$ cat src/rtl/id_ex_operand_stage_pkg.sv
// -----------------------------------------------------------------------------
// id_ex_operand_stage_pkg
//   Shared definitions for the ID/EX operand stage: datapath width defaults
//   and the ALU operation codes carried in alu_sel.
//   Optional feature macro used by this slice: OPERAND_FWD_EN.
// -----------------------------------------------------------------------------
package id_ex_operand_stage_pkg;

   localparam int unsigned XLEN_DEF   = 32;
   localparam int unsigned REG_AW_DEF = 5;

   typedef enum logic [3:0] {
      ALU_ADD  = 4'd0,
      ALU_SUB  = 4'd1,
      ALU_AND  = 4'd2,
      ALU_OR   = 4'd3,
      ALU_XOR  = 4'd4,
      ALU_SLL  = 4'd5,
      ALU_SRL  = 4'd6,
      ALU_SRA  = 4'd7,
      ALU_SLT  = 4'd8,
      ALU_SLTU = 4'd9,
      ALU_LUI  = 4'd10
   } alu_sel_e;

endpackage

$ cat src/rtl/id_ex_operand_stage_if.sv
// -----------------------------------------------------------------------------
// id_ex_operand_stage_if
//   Bundles the ID-side instruction bus, pipeline control (flush/ex_hold),
//   the EX/MEM and MEM/WB producer buses and the EX-stage outputs.
//   master : pipeline environment (drives id_*, flush, ex_hold, exm_*, wb_*)
//   slave  : operand stage (drives id_ready and ex_*)
// -----------------------------------------------------------------------------
interface id_ex_operand_stage_if
   import id_ex_operand_stage_pkg::*;
#(
   parameter int unsigned XLEN   = XLEN_DEF,
   parameter int unsigned REG_AW = REG_AW_DEF
);
   logic              id_valid;
   logic              id_ready;
   logic [XLEN-1:0]   id_pc;
   logic [REG_AW-1:0] id_rs1;
   logic [REG_AW-1:0] id_rs2;
   logic [XLEN-1:0]   id_rs1_data;
   logic [XLEN-1:0]   id_rs2_data;
   logic [XLEN-1:0]   id_imm;
   logic [REG_AW-1:0] id_rd;
   logic [3:0]        id_alu_sel;
   logic              id_src1_pc;
   logic              id_src2_imm;
   logic              id_reg_we;
   logic              id_is_load;

   logic              flush;
   logic              ex_hold;

   logic [REG_AW-1:0] exm_rd;
   logic              exm_reg_we;
   logic [XLEN-1:0]   exm_result;
   logic [REG_AW-1:0] wb_rd;
   logic              wb_reg_we;
   logic [XLEN-1:0]   wb_data;

   logic              ex_valid;
   logic [3:0]        ex_alu_sel;
   logic [XLEN-1:0]   ex_data1;
   logic [XLEN-1:0]   ex_data2;
   logic [XLEN-1:0]   ex_store_data;
   logic [REG_AW-1:0] ex_rd;
   logic              ex_reg_we;
   logic              ex_is_load;
   logic [XLEN-1:0]   ex_pc;

   modport master (
      output id_valid, id_pc, id_rs1, id_rs2, id_rs1_data, id_rs2_data, id_imm,
             id_rd, id_alu_sel, id_src1_pc, id_src2_imm, id_reg_we, id_is_load,
             flush, ex_hold, exm_rd, exm_reg_we, exm_result, wb_rd, wb_reg_we, wb_data,
      input  id_ready, ex_valid, ex_alu_sel, ex_data1, ex_data2, ex_store_data,
             ex_rd, ex_reg_we, ex_is_load, ex_pc
   );

   modport slave (
      input  id_valid, id_pc, id_rs1, id_rs2, id_rs1_data, id_rs2_data, id_imm,
             id_rd, id_alu_sel, id_src1_pc, id_src2_imm, id_reg_we, id_is_load,
             flush, ex_hold, exm_rd, exm_reg_we, exm_result, wb_rd, wb_reg_we, wb_data,
      output id_ready, ex_valid, ex_alu_sel, ex_data1, ex_data2, ex_store_data,
             ex_rd, ex_reg_we, ex_is_load, ex_pc
   );
endinterface

$ cat src/rtl/id_ex_operand_stage_fwd_mux.sv
// -----------------------------------------------------------------------------
// fwd_mux
//   Selects the freshest value of one source register: EX/MEM producer first,
//   then MEM/WB producer, else the value captured at ID. Producers writing x0
//   are ignored.
//   Ports: i_rs (source index), i_captured, i_exm_we/i_exm_rd/i_exm_result,
//          i_wb_we/i_wb_rd/i_wb_data, o_operand.
// -----------------------------------------------------------------------------
module fwd_mux #(
   parameter int unsigned XLEN   = 32,
   parameter int unsigned REG_AW = 5
) (
   input  logic [REG_AW-1:0] i_rs,
   input  logic [XLEN-1:0]   i_captured,
   input  logic              i_exm_we,
   input  logic [REG_AW-1:0] i_exm_rd,
   input  logic [XLEN-1:0]   i_exm_result,
   input  logic              i_wb_we,
   input  logic [REG_AW-1:0] i_wb_rd,
   input  logic [XLEN-1:0]   i_wb_data,
   output logic [XLEN-1:0]   o_operand
);
   always_comb begin
      o_operand = i_captured;
      if (i_exm_we && (i_exm_rd != '0) && (i_exm_rd == i_rs)) begin
         o_operand = i_exm_result;
      end else if (i_wb_we && (i_wb_rd != '0) && (i_wb_rd == i_rs)) begin
         o_operand = i_wb_data;
      end
   end
endmodule

$ cat src/rtl/id_ex_operand_stage.sv
// -----------------------------------------------------------------------------
// id_ex_operand_stage
//   ID/EX pipeline register plus operand forwarding feeding the ALU.
//   Ports: clk, rst (synchronous, active-high), bus (id_ex_operand_stage_if.slave).
//   Macro OPERAND_FWD_EN: defined -> EX/MEM and MEM/WB forwarding, only
//   load-use stalls; undefined -> no forwarding, ID is interlocked against
//   any in-flight EX or EX/MEM writer of its source registers.
//   The WB capture bypass is present in both builds.
// -----------------------------------------------------------------------------
module id_ex_operand_stage
   import id_ex_operand_stage_pkg::*;
#(
   parameter int unsigned XLEN   = XLEN_DEF,
   parameter int unsigned REG_AW = REG_AW_DEF
) (
   input  logic               clk,
   input  logic               rst,
   id_ex_operand_stage_if.slave bus
);
   logic              r_valid;
   logic              r_reg_we;
   logic              r_is_load;
   logic              r_src1_pc;
   logic              r_src2_imm;
   logic [XLEN-1:0]   r_pc;
   logic [XLEN-1:0]   r_imm;
   logic [XLEN-1:0]   r_rs1_val;
   logic [XLEN-1:0]   r_rs2_val;
   logic [REG_AW-1:0] r_rs1;
   logic [REG_AW-1:0] r_rs2;
   logic [REG_AW-1:0] r_rd;
   logic [3:0]        r_alu_sel;

   logic              w_load_use;
   logic              w_raw_stall;
   logic              w_ready;
   logic              w_capture;
   logic              w_exm_fwd_we;
   logic              w_wb_fwd_we;
   logic [XLEN-1:0]   w_cap1;
   logic [XLEN-1:0]   w_cap2;
   logic [XLEN-1:0]   w_op1;
   logic [XLEN-1:0]   w_op2;

   function automatic logic writes(input logic we, input logic [REG_AW-1:0] rd,
                                   input logic [REG_AW-1:0] rs);
      return we && (rd != '0) && (rd == rs);
   endfunction

   always_comb begin
      w_load_use = r_valid && r_is_load && (r_rd != '0) &&
                   ((r_rd == bus.id_rs1) || (r_rd == bus.id_rs2));
`ifdef OPERAND_FWD_EN
      w_raw_stall  = 1'b0;
      w_exm_fwd_we = bus.exm_reg_we;
      w_wb_fwd_we  = bus.wb_reg_we;
`else
      // Without forwarding, ID waits until the value can reach it through the
      // regfile read or the WB capture bypass.
      w_raw_stall  = writes(r_valid && r_reg_we, r_rd, bus.id_rs1) ||
                     writes(r_valid && r_reg_we, r_rd, bus.id_rs2) ||
                     writes(bus.exm_reg_we, bus.exm_rd, bus.id_rs1) ||
                     writes(bus.exm_reg_we, bus.exm_rd, bus.id_rs2);
      // Producer enables tied off: each fwd_mux collapses to its captured value.
      w_exm_fwd_we = 1'b0;
      w_wb_fwd_we  = 1'b0;
`endif
      w_ready   = !w_load_use && !w_raw_stall && !bus.ex_hold;
      w_capture = bus.id_valid && w_ready && !bus.flush;
      w_cap1    = writes(bus.wb_reg_we, bus.wb_rd, bus.id_rs1) ? bus.wb_data : bus.id_rs1_data;
      w_cap2    = writes(bus.wb_reg_we, bus.wb_rd, bus.id_rs2) ? bus.wb_data : bus.id_rs2_data;
   end

   always_ff @(posedge clk) begin
      if (rst) begin
         r_valid    <= 1'b0;
         r_reg_we   <= 1'b0;
         r_is_load  <= 1'b0;
         r_src1_pc  <= 1'b0;
         r_src2_imm <= 1'b0;
         r_pc       <= '0;
         r_imm      <= '0;
         r_rs1_val  <= '0;
         r_rs2_val  <= '0;
         r_rs1      <= '0;
         r_rs2      <= '0;
         r_rd       <= '0;
         r_alu_sel  <= ALU_ADD;
      end else if (bus.flush || (!bus.ex_hold && !w_capture)) begin
         // Bubble: only the liveness/side-effect bits are cleared.
         r_valid   <= 1'b0;
         r_reg_we  <= 1'b0;
         r_is_load <= 1'b0;
      end else if (w_capture) begin
         r_valid    <= 1'b1;
         r_reg_we   <= bus.id_reg_we;
         r_is_load  <= bus.id_is_load;
         r_src1_pc  <= bus.id_src1_pc;
         r_src2_imm <= bus.id_src2_imm;
         r_pc       <= bus.id_pc;
         r_imm      <= bus.id_imm;
         r_rs1_val  <= w_cap1;
         r_rs2_val  <= w_cap2;
         r_rs1      <= bus.id_rs1;
         r_rs2      <= bus.id_rs2;
         r_rd       <= bus.id_rd;
         r_alu_sel  <= bus.id_alu_sel;
      end
   end

   fwd_mux #(.XLEN(XLEN), .REG_AW(REG_AW)) u_fwd_rs1 (
      .i_rs(r_rs1), .i_captured(r_rs1_val),
      .i_exm_we(w_exm_fwd_we), .i_exm_rd(bus.exm_rd), .i_exm_result(bus.exm_result),
      .i_wb_we(w_wb_fwd_we), .i_wb_rd(bus.wb_rd), .i_wb_data(bus.wb_data),
      .o_operand(w_op1)
   );

   fwd_mux #(.XLEN(XLEN), .REG_AW(REG_AW)) u_fwd_rs2 (
      .i_rs(r_rs2), .i_captured(r_rs2_val),
      .i_exm_we(w_exm_fwd_we), .i_exm_rd(bus.exm_rd), .i_exm_result(bus.exm_result),
      .i_wb_we(w_wb_fwd_we), .i_wb_rd(bus.wb_rd), .i_wb_data(bus.wb_data),
      .o_operand(w_op2)
   );

   assign bus.id_ready      = w_ready;
   assign bus.ex_valid      = r_valid;
   assign bus.ex_alu_sel    = r_alu_sel;
   assign bus.ex_data1      = r_src1_pc  ? r_pc  : w_op1;
   assign bus.ex_data2      = r_src2_imm ? r_imm : w_op2;
   assign bus.ex_store_data = w_op2;
   assign bus.ex_rd         = r_rd;
   assign bus.ex_reg_we     = r_reg_we;
   assign bus.ex_is_load    = r_is_load;
   assign bus.ex_pc         = r_pc;
endmodule

$ cat src/flat_wrapper.sv
// flat-port wrapper written by rule: the top's interface ports become plain ports
module id_ex_operand_stage_flat import id_ex_operand_stage_pkg::*;
#(
   parameter int unsigned XLEN   = XLEN_DEF,
   parameter int unsigned REG_AW = REG_AW_DEF
)
  (clk, rst, bus_id_valid, bus_id_pc, bus_id_rs1, bus_id_rs2, bus_id_rs1_data, bus_id_rs2_data, bus_id_imm, bus_id_rd, bus_id_alu_sel, bus_id_src1_pc, bus_id_src2_imm, bus_id_reg_we, bus_id_is_load, bus_flush, bus_ex_hold, bus_exm_rd, bus_exm_reg_we, bus_exm_result, bus_wb_rd, bus_wb_reg_we, bus_wb_data, bus_id_ready, bus_ex_valid, bus_ex_alu_sel, bus_ex_data1, bus_ex_data2, bus_ex_store_data, bus_ex_rd, bus_ex_reg_we, bus_ex_is_load, bus_ex_pc);
  id_ex_operand_stage_if #(.XLEN(XLEN), .REG_AW(REG_AW)) bus_i ();
  input  logic clk;
  input  logic rst;
  input wire logic [$bits(bus_i.id_valid)-1:0] bus_id_valid;
  input wire logic [$bits(bus_i.id_pc)-1:0] bus_id_pc;
  input wire logic [$bits(bus_i.id_rs1)-1:0] bus_id_rs1;
  input wire logic [$bits(bus_i.id_rs2)-1:0] bus_id_rs2;
  input wire logic [$bits(bus_i.id_rs1_data)-1:0] bus_id_rs1_data;
  input wire logic [$bits(bus_i.id_rs2_data)-1:0] bus_id_rs2_data;
  input wire logic [$bits(bus_i.id_imm)-1:0] bus_id_imm;
  input wire logic [$bits(bus_i.id_rd)-1:0] bus_id_rd;
  input wire logic [$bits(bus_i.id_alu_sel)-1:0] bus_id_alu_sel;
  input wire logic [$bits(bus_i.id_src1_pc)-1:0] bus_id_src1_pc;
  input wire logic [$bits(bus_i.id_src2_imm)-1:0] bus_id_src2_imm;
  input wire logic [$bits(bus_i.id_reg_we)-1:0] bus_id_reg_we;
  input wire logic [$bits(bus_i.id_is_load)-1:0] bus_id_is_load;
  input wire logic [$bits(bus_i.flush)-1:0] bus_flush;
  input wire logic [$bits(bus_i.ex_hold)-1:0] bus_ex_hold;
  input wire logic [$bits(bus_i.exm_rd)-1:0] bus_exm_rd;
  input wire logic [$bits(bus_i.exm_reg_we)-1:0] bus_exm_reg_we;
  input wire logic [$bits(bus_i.exm_result)-1:0] bus_exm_result;
  input wire logic [$bits(bus_i.wb_rd)-1:0] bus_wb_rd;
  input wire logic [$bits(bus_i.wb_reg_we)-1:0] bus_wb_reg_we;
  input wire logic [$bits(bus_i.wb_data)-1:0] bus_wb_data;
  output wire logic [$bits(bus_i.id_ready)-1:0] bus_id_ready;
  output wire logic [$bits(bus_i.ex_valid)-1:0] bus_ex_valid;
  output wire logic [$bits(bus_i.ex_alu_sel)-1:0] bus_ex_alu_sel;
  output wire logic [$bits(bus_i.ex_data1)-1:0] bus_ex_data1;
  output wire logic [$bits(bus_i.ex_data2)-1:0] bus_ex_data2;
  output wire logic [$bits(bus_i.ex_store_data)-1:0] bus_ex_store_data;
  output wire logic [$bits(bus_i.ex_rd)-1:0] bus_ex_rd;
  output wire logic [$bits(bus_i.ex_reg_we)-1:0] bus_ex_reg_we;
  output wire logic [$bits(bus_i.ex_is_load)-1:0] bus_ex_is_load;
  output wire logic [$bits(bus_i.ex_pc)-1:0] bus_ex_pc;
  assign bus_i.id_valid = bus_id_valid;
  assign bus_i.id_pc = bus_id_pc;
  assign bus_i.id_rs1 = bus_id_rs1;
  assign bus_i.id_rs2 = bus_id_rs2;
  assign bus_i.id_rs1_data = bus_id_rs1_data;
  assign bus_i.id_rs2_data = bus_id_rs2_data;
  assign bus_i.id_imm = bus_id_imm;
  assign bus_i.id_rd = bus_id_rd;
  assign bus_i.id_alu_sel = bus_id_alu_sel;
  assign bus_i.id_src1_pc = bus_id_src1_pc;
  assign bus_i.id_src2_imm = bus_id_src2_imm;
  assign bus_i.id_reg_we = bus_id_reg_we;
  assign bus_i.id_is_load = bus_id_is_load;
  assign bus_i.flush = bus_flush;
  assign bus_i.ex_hold = bus_ex_hold;
  assign bus_i.exm_rd = bus_exm_rd;
  assign bus_i.exm_reg_we = bus_exm_reg_we;
  assign bus_i.exm_result = bus_exm_result;
  assign bus_i.wb_rd = bus_wb_rd;
  assign bus_i.wb_reg_we = bus_wb_reg_we;
  assign bus_i.wb_data = bus_wb_data;
  assign bus_id_ready = bus_i.id_ready;
  assign bus_ex_valid = bus_i.ex_valid;
  assign bus_ex_alu_sel = bus_i.ex_alu_sel;
  assign bus_ex_data1 = bus_i.ex_data1;
  assign bus_ex_data2 = bus_i.ex_data2;
  assign bus_ex_store_data = bus_i.ex_store_data;
  assign bus_ex_rd = bus_i.ex_rd;
  assign bus_ex_reg_we = bus_i.ex_reg_we;
  assign bus_ex_is_load = bus_i.ex_is_load;
  assign bus_ex_pc = bus_i.ex_pc;
  id_ex_operand_stage #(.XLEN(XLEN), .REG_AW(REG_AW)) u_core (.clk(clk), .rst(rst), .bus(bus_i));
endmodule
$ cat config.mk
export PLATFORM = sky130hd
export DESIGN_NAME = id_ex_operand_stage_flat
export DESIGN_NICKNAME = d
export VERILOG_FILES = /design/src/rtl/id_ex_operand_stage_pkg.sv /design/src/rtl/id_ex_operand_stage_if.sv /design/src/rtl/id_ex_operand_stage_fwd_mux.sv /design/src/rtl/id_ex_operand_stage.sv /design/src/flat_wrapper.sv
export SDC_FILE = /design/constraint.sdc
export NUM_CORES = 1
export LEC_CHECK = 0
export BUFFER_PORTS_ARGS = -buffer_cell sky130_fd_sc_hd__buf_4
export CAP_MARGIN = 20
export CORE_MARGIN = 3
export CORE_UTILIZATION = 25
export DETAILED_ROUTE_END_ITERATION = 6
export PLACE_DENSITY = 0.55
export SLEW_MARGIN = 10
export SYNTH_ARGS = -nofsm -noshare
export SYNTH_HDL_FRONTEND = slang
export SYNTH_SLANG_ARGS = --single-unit
$ cat constraint.sdc
create_clock -name clk -period 3.85 [get_ports clk]
set_clock_uncertainty 0.15 [all_clocks]
set_input_delay 0.5775 -clock clk [delete_from_list [all_inputs] [get_ports clk]]
set_output_delay 0.5775 -clock clk [all_outputs]
set_load 0.02 [all_outputs]
==> qor.yml <==
critical_path:
  cp.arrival_ns: 2.32
  cp-end-kind: "output port"
  critical_path_class: "flop to output port"
  critPathTopFamily: "compound AO/OA/AOI/OAI gates"
  path_buf_inv: 2
  cpMaxStageDelayCell: "o221ai_4"
  cp_cell_sequence: "xor2_1 > nor3_1 > a22oi_1 > o221ai_4 > inv_1 > buf_4"
  required_ns: 3.12
  cp_max_fo: 18
  slowest_delay_ns: 0.64
  r2r_slack_ns: 1.04
  worst_setup_path_start_kind: "flop"
global_route:
  grt_max_degree: 79
  grt_overflow: 0
  gr-usage-met3: 0.0453
  antenna_found_initial: 0
  grt_pass1_vias: 7435
  grt_busiest_layer: "met2"
  grt_pass1_wl_um: 46400
  met2_usage: 0.306
  grt_use_total: 0.182
  grtUsageMet1: 0.234
yosys:
  synth_cell_type_count: 28
  synth-seq-area-share: 0.370
  synth_area_um2: 7680
  ys_seq_elements: 142
  synth_fp_nets: 1149
  synthCells: 917
  syn_area_per_cell_um2: 8.37
  yosys_warnings: 0
sta:
  worst_pin_slew_ns: 0.968
  grt_setup_unrepaired: "no"
  finalCritPeriodShare: 0.791
  fin_crit_ns: 3.05
  fmax_ghz: 0.328
  drv_slew: 0
  relSlewSlack: 0.355
  whs_ns: 0.253
  tns_ns: 0
  finalHoldViolCount: 0
  setup_viol: 0
detailed_routing:
  antenna_left: 0
  drt_wl_total_um: 31400
  drcViolationCount: 0
  via_per_inst: 4.73
  vias: 7591
  wire_per_inst_um: 19.6
  first_iter_violations: 482
  drt_pre_antenna_iters: 5
place:
  routabilityCongestion: 0.882
  io_buffer_count: 340
  dp_hpwl_um: 23300
finish:
  syn_to_final_growth_pct: 45.5
  drive_above_1_share: 0.379
  nFillCells: 3140
  fin_nets: 1434
  antenna_cells: 0
floorplanning:
  start_util: 0.256
  die_h_um: 181
  coreArea_um2: 30000
  fp.dieW_um: 181
  die_area_um2: 32800
  std_cell_rows: 63
  ios: 373
power:
  pwr-share-comb: 0.168
  internal_power_mw: 2.92
  p_leak_nw: 5.27
  netSwitchingFraction: 0.279
  clkPwrFrac: 0.445
  p_seq_frac: 0.387
  p_sw_mw: 1.13
  powerDensity_nw_per_um2: 362
  ir_drop_mv: 0.263
job:
  maxCapViolations: 0
run_status:
  outcome: "finished clean"
clocking:
  cts_buffer_depth: 2
  cts_root_buffer: "clkbuf_16"
  cts_resized: 0
  cts_hold_buf: 0
  post_cts_buffers: 0
  cts_tree: "built"
  htreeDepth: 4
  clock_latency_ns: 0.42
  cts_sinks: 142
  cts.clk_slew.worst_paths_ns: 0.07
  cts_inserted_buffers: 17
worst_hold_path:
  hp-class: "input pin to flop"
area by class of cell:
cell class / count / area [um2] / area share
inverter: 77 / 289 / 0.0259
clock inverter: 13 / 175 / 0.0157
clock buffer: 19 / 453 / 0.0405
multi-input combinational: 607 / 4120 / 0.368
sequential: 142 / 2850 / 0.255
timing repair buffer: 357 / 2810 / 0.251
tap: 390 / 488 / 0.0437
state kept, by name (all words and copies together) (netlist names):
signal and count:
u_core.bus.ex_valid 1, u_core.r_src2_imm 1, u_core.r_rs2_val 32, u_core.r_rs1_val 32
u_core.bus.ex_alu_sel 4, u_core.r_imm 32, u_core.bus.ex_is_load 1, u_core.r_src1_pc 1
u_core.bus.ex_pc 32, u_core.bus.ex_reg_we 1, u_core.bus.ex_rd 5
cell usage after synthesis (all sizes together):
library cell	n	share of area
dfxtp	142	0.37
o21ai	142	0.093
a21oi	139	0.091
or3	139	0.11
inv	77	0.038
clkbuf	74	0.036
mux2	64	0.094
mux2i	64	0.083
xor2	26	0.030
buf	17	0.021
nor3	6	0.0039
nor2	5	0.0024
xnor2	4	0.0046
nand2	3	0.0015
or4	3	0.0034
a22oi	2	0.0026
nand3	2	0.0013
nand4	2	0.0016
o221ai	2	0.0068
a21boi	1	0.00098
nand2b	1	0.00082
o21a	1	0.00098
or2	1	0.00082
layer usage:
metal	wire length [um]	vias to the layer above
met2	15200	271
met3	2220	26
met1	13600	3525
met4	443	0
li1	-	3769
met5	0	-
cell usage in the layout (no fill, tap or decap), types with 3 or more instances in the layout:
| cell | instances |
|---|---|
| a21oi_1 | 139 |
| buf_12 | 10 |
| buf_4 | 347 |
| bufinv_16 | 3 |
| clkbuf_16 | 17 |
| clkinv_4 | 3 |
| dfxtp_1 | 140 |
| inv_1 | 77 |
| inv_6 | 5 |
| mux2_2 | 64 |
| mux2i_1 | 64 |
| nand2_1 | 3 |
| nor2_1 | 5 |
| nor3_1 | 6 |
| o21ai_0 | 139 |
| o21ai_1 | 3 |
| or3_1 | 139 |
| xnor2_1 | 4 |
| xor2_1 | 26 |
power groups by stage:
stage          sequential [mW]  clock [mW]  combinational, mW
2_1_floorplan             1.61           0              0.310
5_1_grt                   1.57        1.92              0.740
3_3_place_gp              1.60           0              0.683
6_report                  1.57        1.80              0.680
4_1_cts                   1.57        1.85              0.691
3_5_place_dp              1.60           0              0.689
worst paths after layout:
path	to	depth (start not counted)	from
setup / recovery	bus_id_ready	6	u_core.bus.ex_rd[1]
hold / removal	u_core.bus.ex_is_load	3	bus_id_is_load
setup reg to reg	u_core.r_rs1_val[12]	7	u_core.bus.ex_rd[1]
hold reg to reg	u_core.r_imm[25]	2	u_core.r_imm[25]
worst min-delay path, cell delays in order:
cell and delay, ns:
buf_4 0.11, nand2_1 0.05, o21ai_1 0.05
metrics by stage:
step,setup slack [ns],power (mW),util,instances,area [um2]
after floorplan,1.05,1.92,-,917,7680
after global placement,0.830,2.28,0.352,1573,10500
after detailed placement,0.768,2.29,0.352,1573,10500
after CTS,0.769,4.11,0.373,1605,11200
after global routing,0.572,4.23,0.373,1605,11200
final,0.805,4.04,0.373,1605,11200
kinds of logic (layout without fill, tap and decap cells):
logic type / count (synthesis) / in the layout / share of synthesized area
muxes: 128 / 128 / 0.177
and+or+nand+nor: 162 / 162 / 0.129
buffers and inverters: 168 / 466 / 0.0944
DFF: 142 / 142 / 0.370
AOI/OAI and AO/OA: 287 / 287 / 0.195
xor gates and xnor gates: 30 / 30 / 0.0342
Power figures use the tool's default switching activity.
